==> config.mk <==
export PLATFORM = sky130hd
export DESIGN_NAME = uart_core
export DESIGN_NICKNAME = d
export VERILOG_FILES = /design/src/rtl/uart_core.sv
export SDC_FILE = /design/constraint.sdc
export NUM_CORES = 1
export LEC_CHECK = 0
export ABC_AREA = 0
export BUFFER_PORTS_ARGS = -buffer_cell sky130_fd_sc_hd__buf_2
export CAP_MARGIN = 40
export CORE_UTILIZATION = 63
export CTS_CLUSTER_DIAMETER = 60
export DETAILED_ROUTE_END_ITERATION = 6
export GPL_ROUTABILITY_DRIVEN = 0
export PLACE_DENSITY = 0.84
export SYNTH_ARGS = -nofsm -noshare
export SYNTH_HDL_FRONTEND = slang
export SYNTH_SLANG_ARGS = --single-unit
==> constraint.sdc <==
create_clock -name clk -period 5.5 [get_ports clk]
set_input_delay 1.1 -clock clk [delete_from_list [all_inputs] [get_ports clk]]
set_output_delay 1.1 -clock clk [all_outputs]
set_load 0.005 [all_outputs]
==> src/rtl/uart_core.sv <==
// UART core: 16x-oversampled TX/RX with valid/ready byte handshakes.
// Optional parity bit enabled by defining UART_PARITY_EN.
module uart_core #(
  parameter int CLK_DIV    = 326,
  parameter int DATA_W     = 8,
  parameter int STOP_BITS  = 1,
  parameter int PARITY_ODD = 0
) (
  input  logic              clk,
  input  logic              rst,
  input  logic              rx,
  input  logic              tx_valid,
  input  logic [DATA_W-1:0] tx_data,
  output logic              tx_ready,
  output logic              tx,
  output logic              tx_busy,
  output logic [DATA_W-1:0] rx_data,
  output logic              rx_valid,
  input  logic              rx_ready,
  output logic              frame_err,
  output logic              parity_err,
  output logic              overrun_err
);

  typedef enum logic [2:0] {
    S_IDLE, S_START, S_DATA, S_PAR, S_STOP
  } st_e;

  localparam logic [2:0] LAST  = 3'(DATA_W - 1);
  localparam logic       SLAST = 1'(STOP_BITS - 1);
  localparam logic       PODD  = 1'(PARITY_ODD);

  logic [15:0] div_q;
  logic        tick;
  logic        en_q;

  assign tick = (div_q == 16'(CLK_DIV - 1));

  always_ff @(posedge clk or negedge rst) begin
    if (!rst) begin
      div_q <= '0;
      en_q  <= 1'b0;
    end else begin
      div_q <= tick ? '0 : div_q + 16'd1;
      en_q  <= 1'b1;
    end
  end

  st_e               ts_q, ts_d;
  logic [3:0]        tcnt_q, tcnt_d;
  logic [2:0]        tbit_q, tbit_d;
  logic [DATA_W-1:0] tsh_q, tsh_d;
  logic              tstop_q, tstop_d;
  logic              tpar_q, tpar_d;
  logic              tend;

  assign tend     = tick && (tcnt_q == 4'hF);
  assign tx_ready = en_q && (ts_q == S_IDLE);
  assign tx_busy  = (ts_q != S_IDLE);

  always_comb begin
    ts_d    = ts_q;
    tcnt_d  = tcnt_q;
    tbit_d  = tbit_q;
    tsh_d   = tsh_q;
    tstop_d = tstop_q;
    tpar_d  = tpar_q;
    if (tick) tcnt_d = tcnt_q + 4'd1;
    unique case (ts_q)
      S_IDLE: begin
        tcnt_d = '0;
        if (tx_valid && tx_ready) begin
          ts_d   = S_START;
          tsh_d  = tx_data;
          tpar_d = (^tx_data) ^ PODD;
        end
      end
      S_START: if (tend) begin
        ts_d   = S_DATA;
        tbit_d = '0;
      end
      S_DATA: if (tend) begin
        tsh_d  = tsh_q >> 1;
        tbit_d = tbit_q + 3'd1;
        if (tbit_q == LAST) begin
`ifdef UART_PARITY_EN
          ts_d = S_PAR;
`else
          ts_d = S_STOP;
`endif
          tstop_d = 1'b0;
        end
      end
      S_PAR: if (tend) begin
        ts_d    = S_STOP;
        tstop_d = 1'b0;
      end
      S_STOP: if (tend) begin
        if (tstop_q == SLAST) ts_d = S_IDLE;
        else tstop_d = 1'b1;
      end
      default: ts_d = S_IDLE;
    endcase
  end

  always_comb begin
    tx = 1'b1;
    unique case (ts_q)
      S_START: tx = 1'b0;
      S_DATA:  tx = tsh_q[0];
`ifdef UART_PARITY_EN
      S_PAR:   tx = tpar_q;
`endif
      default: tx = 1'b1;
    endcase
  end

  always_ff @(posedge clk or negedge rst) begin
    if (!rst) begin
      ts_q    <= S_IDLE;
      tcnt_q  <= '0;
      tbit_q  <= '0;
      tsh_q   <= '0;
      tstop_q <= 1'b0;
      tpar_q  <= 1'b0;
    end else begin
      ts_q    <= ts_d;
      tcnt_q  <= tcnt_d;
      tbit_q  <= tbit_d;
      tsh_q   <= tsh_d;
      tstop_q <= tstop_d;
      tpar_q  <= tpar_d;
    end
  end

  logic              s1_q, s2_q;
  st_e               rs_q, rs_d;
  logic [3:0]        rcnt_q, rcnt_d;
  logic [2:0]        rbit_q, rbit_d;
  logic [DATA_W-1:0] rsh_q, rsh_d;
  logic              rstop_q, rstop_d;
  logic              rperr_q, rperr_d;
  logic [DATA_W-1:0] rdata_q, rdata_d;
  logic              rvalid_q, rvalid_d;
  logic              ferr_q, ferr_d;
  logic              perr_q, perr_d;
  logic              ovr_q, ovr_d;
  logic              rgood, rend, rmid;

  assign rend = tick && (rcnt_q == 4'hF);
  assign rmid = tick && (rcnt_q == 4'h7);

  always_comb begin
    rs_d     = rs_q;
    rcnt_d   = rcnt_q;
    rbit_d   = rbit_q;
    rsh_d    = rsh_q;
    rstop_d  = rstop_q;
    rperr_d  = rperr_q;
    rdata_d  = rdata_q;
    rvalid_d = rvalid_q;
    ferr_d   = 1'b0;
    perr_d   = 1'b0;
    ovr_d    = 1'b0;
    rgood    = 1'b0;
    if (tick) rcnt_d = rcnt_q + 4'd1;
    if (rvalid_q && rx_ready) rvalid_d = 1'b0;
    unique case (rs_q)
      S_IDLE: begin
        rcnt_d = '0;
        if (!s2_q) rs_d = S_START;
      end
      // half a bit in: confirm the start bit before committing
      S_START: if (rmid) begin
        rcnt_d = '0;
        rbit_d = '0;
        rs_d   = s2_q ? S_IDLE : S_DATA;
      end
      S_DATA: if (rend) begin
        rsh_d  = {s2_q, rsh_q[DATA_W-1:1]};
        rbit_d = rbit_q + 3'd1;
        if (rbit_q == LAST) begin
`ifdef UART_PARITY_EN
          rs_d = S_PAR;
`else
          rs_d = S_STOP;
`endif
          rstop_d = 1'b0;
          rperr_d = 1'b0;
        end
      end
      S_PAR: if (rend) begin
        rperr_d = s2_q ^ (^rsh_q) ^ PODD;
        rs_d    = S_STOP;
        rstop_d = 1'b0;
      end
      S_STOP: if (rend) begin
        if (!s2_q) begin
          ferr_d = 1'b1;
          rs_d   = S_IDLE;
        end else if (rstop_q == SLAST) begin
          rs_d = S_IDLE;
          if (rperr_q) perr_d = 1'b1;
          else rgood = 1'b1;
        end else begin
          rstop_d = 1'b1;
        end
      end
      default: rs_d = S_IDLE;
    endcase
    if (rgood) begin
      if (rvalid_q && !rx_ready) begin
        ovr_d = 1'b1;
      end else begin
        rdata_d  = rsh_q;
        rvalid_d = 1'b1;
      end
    end
  end

  always_ff @(posedge clk or negedge rst) begin
    if (!rst) begin
      s1_q     <= 1'b1;
      s2_q     <= 1'b1;
      rs_q     <= S_IDLE;
      rcnt_q   <= '0;
      rbit_q   <= '0;
      rsh_q    <= '0;
      rstop_q  <= 1'b0;
      rperr_q  <= 1'b0;
      rdata_q  <= '0;
      rvalid_q <= 1'b0;
      ferr_q   <= 1'b0;
      perr_q   <= 1'b0;
      ovr_q    <= 1'b0;
    end else begin
      s1_q     <= rx;
      s2_q     <= s1_q;
      rs_q     <= rs_d;
      rcnt_q   <= rcnt_d;
      rbit_q   <= rbit_d;
      rsh_q    <= rsh_d;
      rstop_q  <= rstop_d;
      rperr_q  <= rperr_d;
      rdata_q  <= rdata_d;
      rvalid_q <= rvalid_d;
      ferr_q   <= ferr_d;
      perr_q   <= perr_d;
      ovr_q    <= ovr_d;
    end
  end

  assign rx_data     = rdata_q;
  assign rx_valid    = rvalid_q;
  assign frame_err   = ferr_q;
  assign overrun_err = ovr_q;
`ifdef UART_PARITY_EN
  assign parity_err  = perr_q;
`else
  assign parity_err  = 1'b0;
  logic unused_par;
  assign unused_par  = perr_q ^ tpar_q;
`endif

endmodule

==> run metrics <==
outcome completed; syn_nets slightly above 300; Ant. Diodes 0; row count 25; core area 4820 sq um; clk buf depth 2; top cell type's share of synthesized area 0.509; clock insertion delay at the later pin of the skew report about 350 ps; vias about 2200; worst reg2reg path depth 6; register area share after synthesis 0.525; die footprint between 5000 and 6000 sq um; hold depth 0; Post-DP Area 3380 sq um; die height 73.2 um; pin count of the biggest net entering global routing between 60 and 70; ratio of cells with drive above 1 in the final layout 0.204; hold_buf cts 0; PostCTS Resize Cnt 0; Max VDD drop between 200 and 250 uV; CP cell instances nor3_1, and2_1, buf_2; synthesis-stage register bit count 67; crit end category output port; Antenna Nets Post-Route 0; # DRC 0; kind of critical path reg -> out; Max Cap Viol 0; most common cell after layout, fill and taps aside dfrtp_1; leak pwr approximately 1.7 nW; io pins 28; number of enable flip-flop cells after synthesis 0; ys flop type dfrtp_1; Layout area overhead 11.6%; syn avg cell area ~11 sq um; ys async rst share 1.00; Cell variety after synth 49; setup_tns 0 ps; grt met1 use 0.341; DR pass1 iterations 4; DP Wirelength just under 4000 um; RSZ-0062 raised after global routing false; met3 usage 0.0884; detailed-route wire length per cell between 10 and 15 um; Worst Path Max Fanout 10; grt total ovfl 0; initial DRC count 112; busiest grt layer met2; TritonCTS buffer count 9; vias in the first global route roughly 2100; Buf/Inv on CP 1; met2 Usage GRT 0.376; Synth area leader dfrtp_1; period utilisation layout 0.527; startpoint types flop; worst rel slew slack 0.451; PwrDens ~250 nW/um^2; Worst Clk Skew a little over 7 ps; Filler cells between 300 and 400; Mapped Area 3200 sq um; Tot Pwr slightly above 900 uW; post-CTS setup buffer count 0; Initial Util 0.664; Root Driver clkbuf_8; fin worst setup slack ~2600 ps; clk sinks 67; Period minus WS final just under 3000 ps; DIE WIDTH about 73 um; Final Max Slew Viols 0; CTS tree done; Worst path depth 3; # nets final 335; H-tree levels 3; CP top delay family simple AND/OR/NAND/NOR gates; Crit path arrival time 1800 ps; CP max stage delay about 620 ps; Synth area leaders dfrtp_1 51%, mux2_2 5.3%, xnor2_1 4.4%; Port Buffers 26; Finish-stage setup viols 0; FMAX 345 MHz; via/cell ratio roughly 5.7; Critical Path RT about 4400 ps; most frequent cells in the layout 65 x dfrtp_1, 26 x buf_2, 22 x nor2_1, 22 x nand2_1, 17 x nand3_1; Final Hold Viols 0; first-pass GRT wire length roughly 9900 um; cells after synthesis between 200 and 300; hold crit path type reg -> reg; Synthesis Warnings 0; gr usage total 0.253; Routed WL 5750 um; clock-pin slew on the worst setup and hold paths ~70 ps; initial antenna violation count 0; Crit-path slowest cell nor3_1; Final Instance Area about 3600 sq um; pre-CTS setup slack around 2700 ps; actual slew at the worst max-slew pin between 800 and 900 ps
-- area by class of cell --
type / count / area (sq um) / area share
sequential: 67 / 1680 / 0.471
timing repair buffer: 28 / 145 / 0.0407
clock buffer: 14 / 153 / 0.0428
tap: 67 / 83.8 / 0.0235
multi-input combinational: 204 / 1460 / 0.408
inverter: 4 / 15.0 / 0.00421
clock inverter: 2 / 35.0 / 0.00982
-- through the flow --
step / instances / util / hold slack [ps]
after CTS: 386 / 0.741 / 356
after global placement: 370 / 0.702 / 347
after detailed placement: 370 / 0.702 / 347
final: 386 / 0.741 / 352
after global routing: 386 / 0.741 / 357
after floorplan: 284 / - / 345
-- worst register-to-register path: cells and delay by family (launching register included) --
family,cells,cell delay (ps)
muxes,1,400
and+or+nand+nor,3,1620
DFF,1,420
adders and majority gates,1,170
buffers and inverters,1,80
-- synth_stat cells (all sizes together) (2+ instances only) --
master / instances
nand2b: 8
o21a: 7
dfrtp: 65
and2: 3
clkbuf: 6
nand2: 22
and3: 4
nor4: 4
buf: 3
nand3: 17
a21oi: 6
xor2: 8
or4b: 3
dfstp: 2
o22a: 7
xnor2: 16
mux2: 16
conb: 2
nor3: 4
ha: 8
o31ai: 2
inv: 4
o21ai: 16
nor2: 23
nand4: 5
or4bb: 2
and4: 3
nor2b: 4
mux2i: 3
-- cells by family after synthesis --
| family | count (synthesis) | synth area share |
|---|---|---|
| simple gates | 107 | 0.197 |
| flops | 67 | 0.525 |
| compound gates | 43 | 0.0865 |
| xor+xnor | 25 | 0.0728 |
| mux | 19 | 0.0658 |
| buf+inv | 13 | 0.0192 |
| fa+ha+maj | 8 | 0.0313 |
| other cells | 2 | 0.00235 |
-- routing by layer --
layer	vias to the layer above	wire (um)
li1	1063	-
met1	1091	2640
met2	44	2780
met3	10	243
met4	0	85
met5	-	0
-- sequential cells by signal, summed over array words and instances (netlist names), 3 cells and up --
| register | flops |
|---|---|
| tbit_q | 3 |
| tcnt_q | 4 |
| rs_q | 3 |
| rcnt_q | 4 |
| tsh_q | 8 |
| rx_data | 8 |
| rbit_q | 3 |
| div_q | 16 |
| ts_q | 3 |
| rsh_q | 8 |
-- power breakdown --
group | switching [mW] | internal (mW) | total (mW)
sequential | 0.000724 | 0.494 | 0.495
clock | 0.173 | 0.222 | 0.395
combinational | 0.0110 | 0.00415 | 0.0151
total | 0.184 | 0.720 | 0.905
-- final timing paths --
path                                               end                start  slack [ps]
worst max-delay path                          tx_ready  ts_q[0]$_DFFE_PN0P_        2600
worst min-delay path                    s2_q$_DFF_PN1_       s1_q$_DFF_PN1_         350
worst max register to register  rx_data[4]$_DFFE_PN0P_   div_q[1]$_DFF_PN0_        2690
worst min register to register          s2_q$_DFF_PN1_       s1_q$_DFF_PN1_         350
max in group asynchronous        tbit_q[0]$_DFFE_PN0P_                  rst        4020
min in group asynchronous         tsh_q[5]$_DFFE_PN0P_                  rst         920
Power figures use the tool's default switching activity.
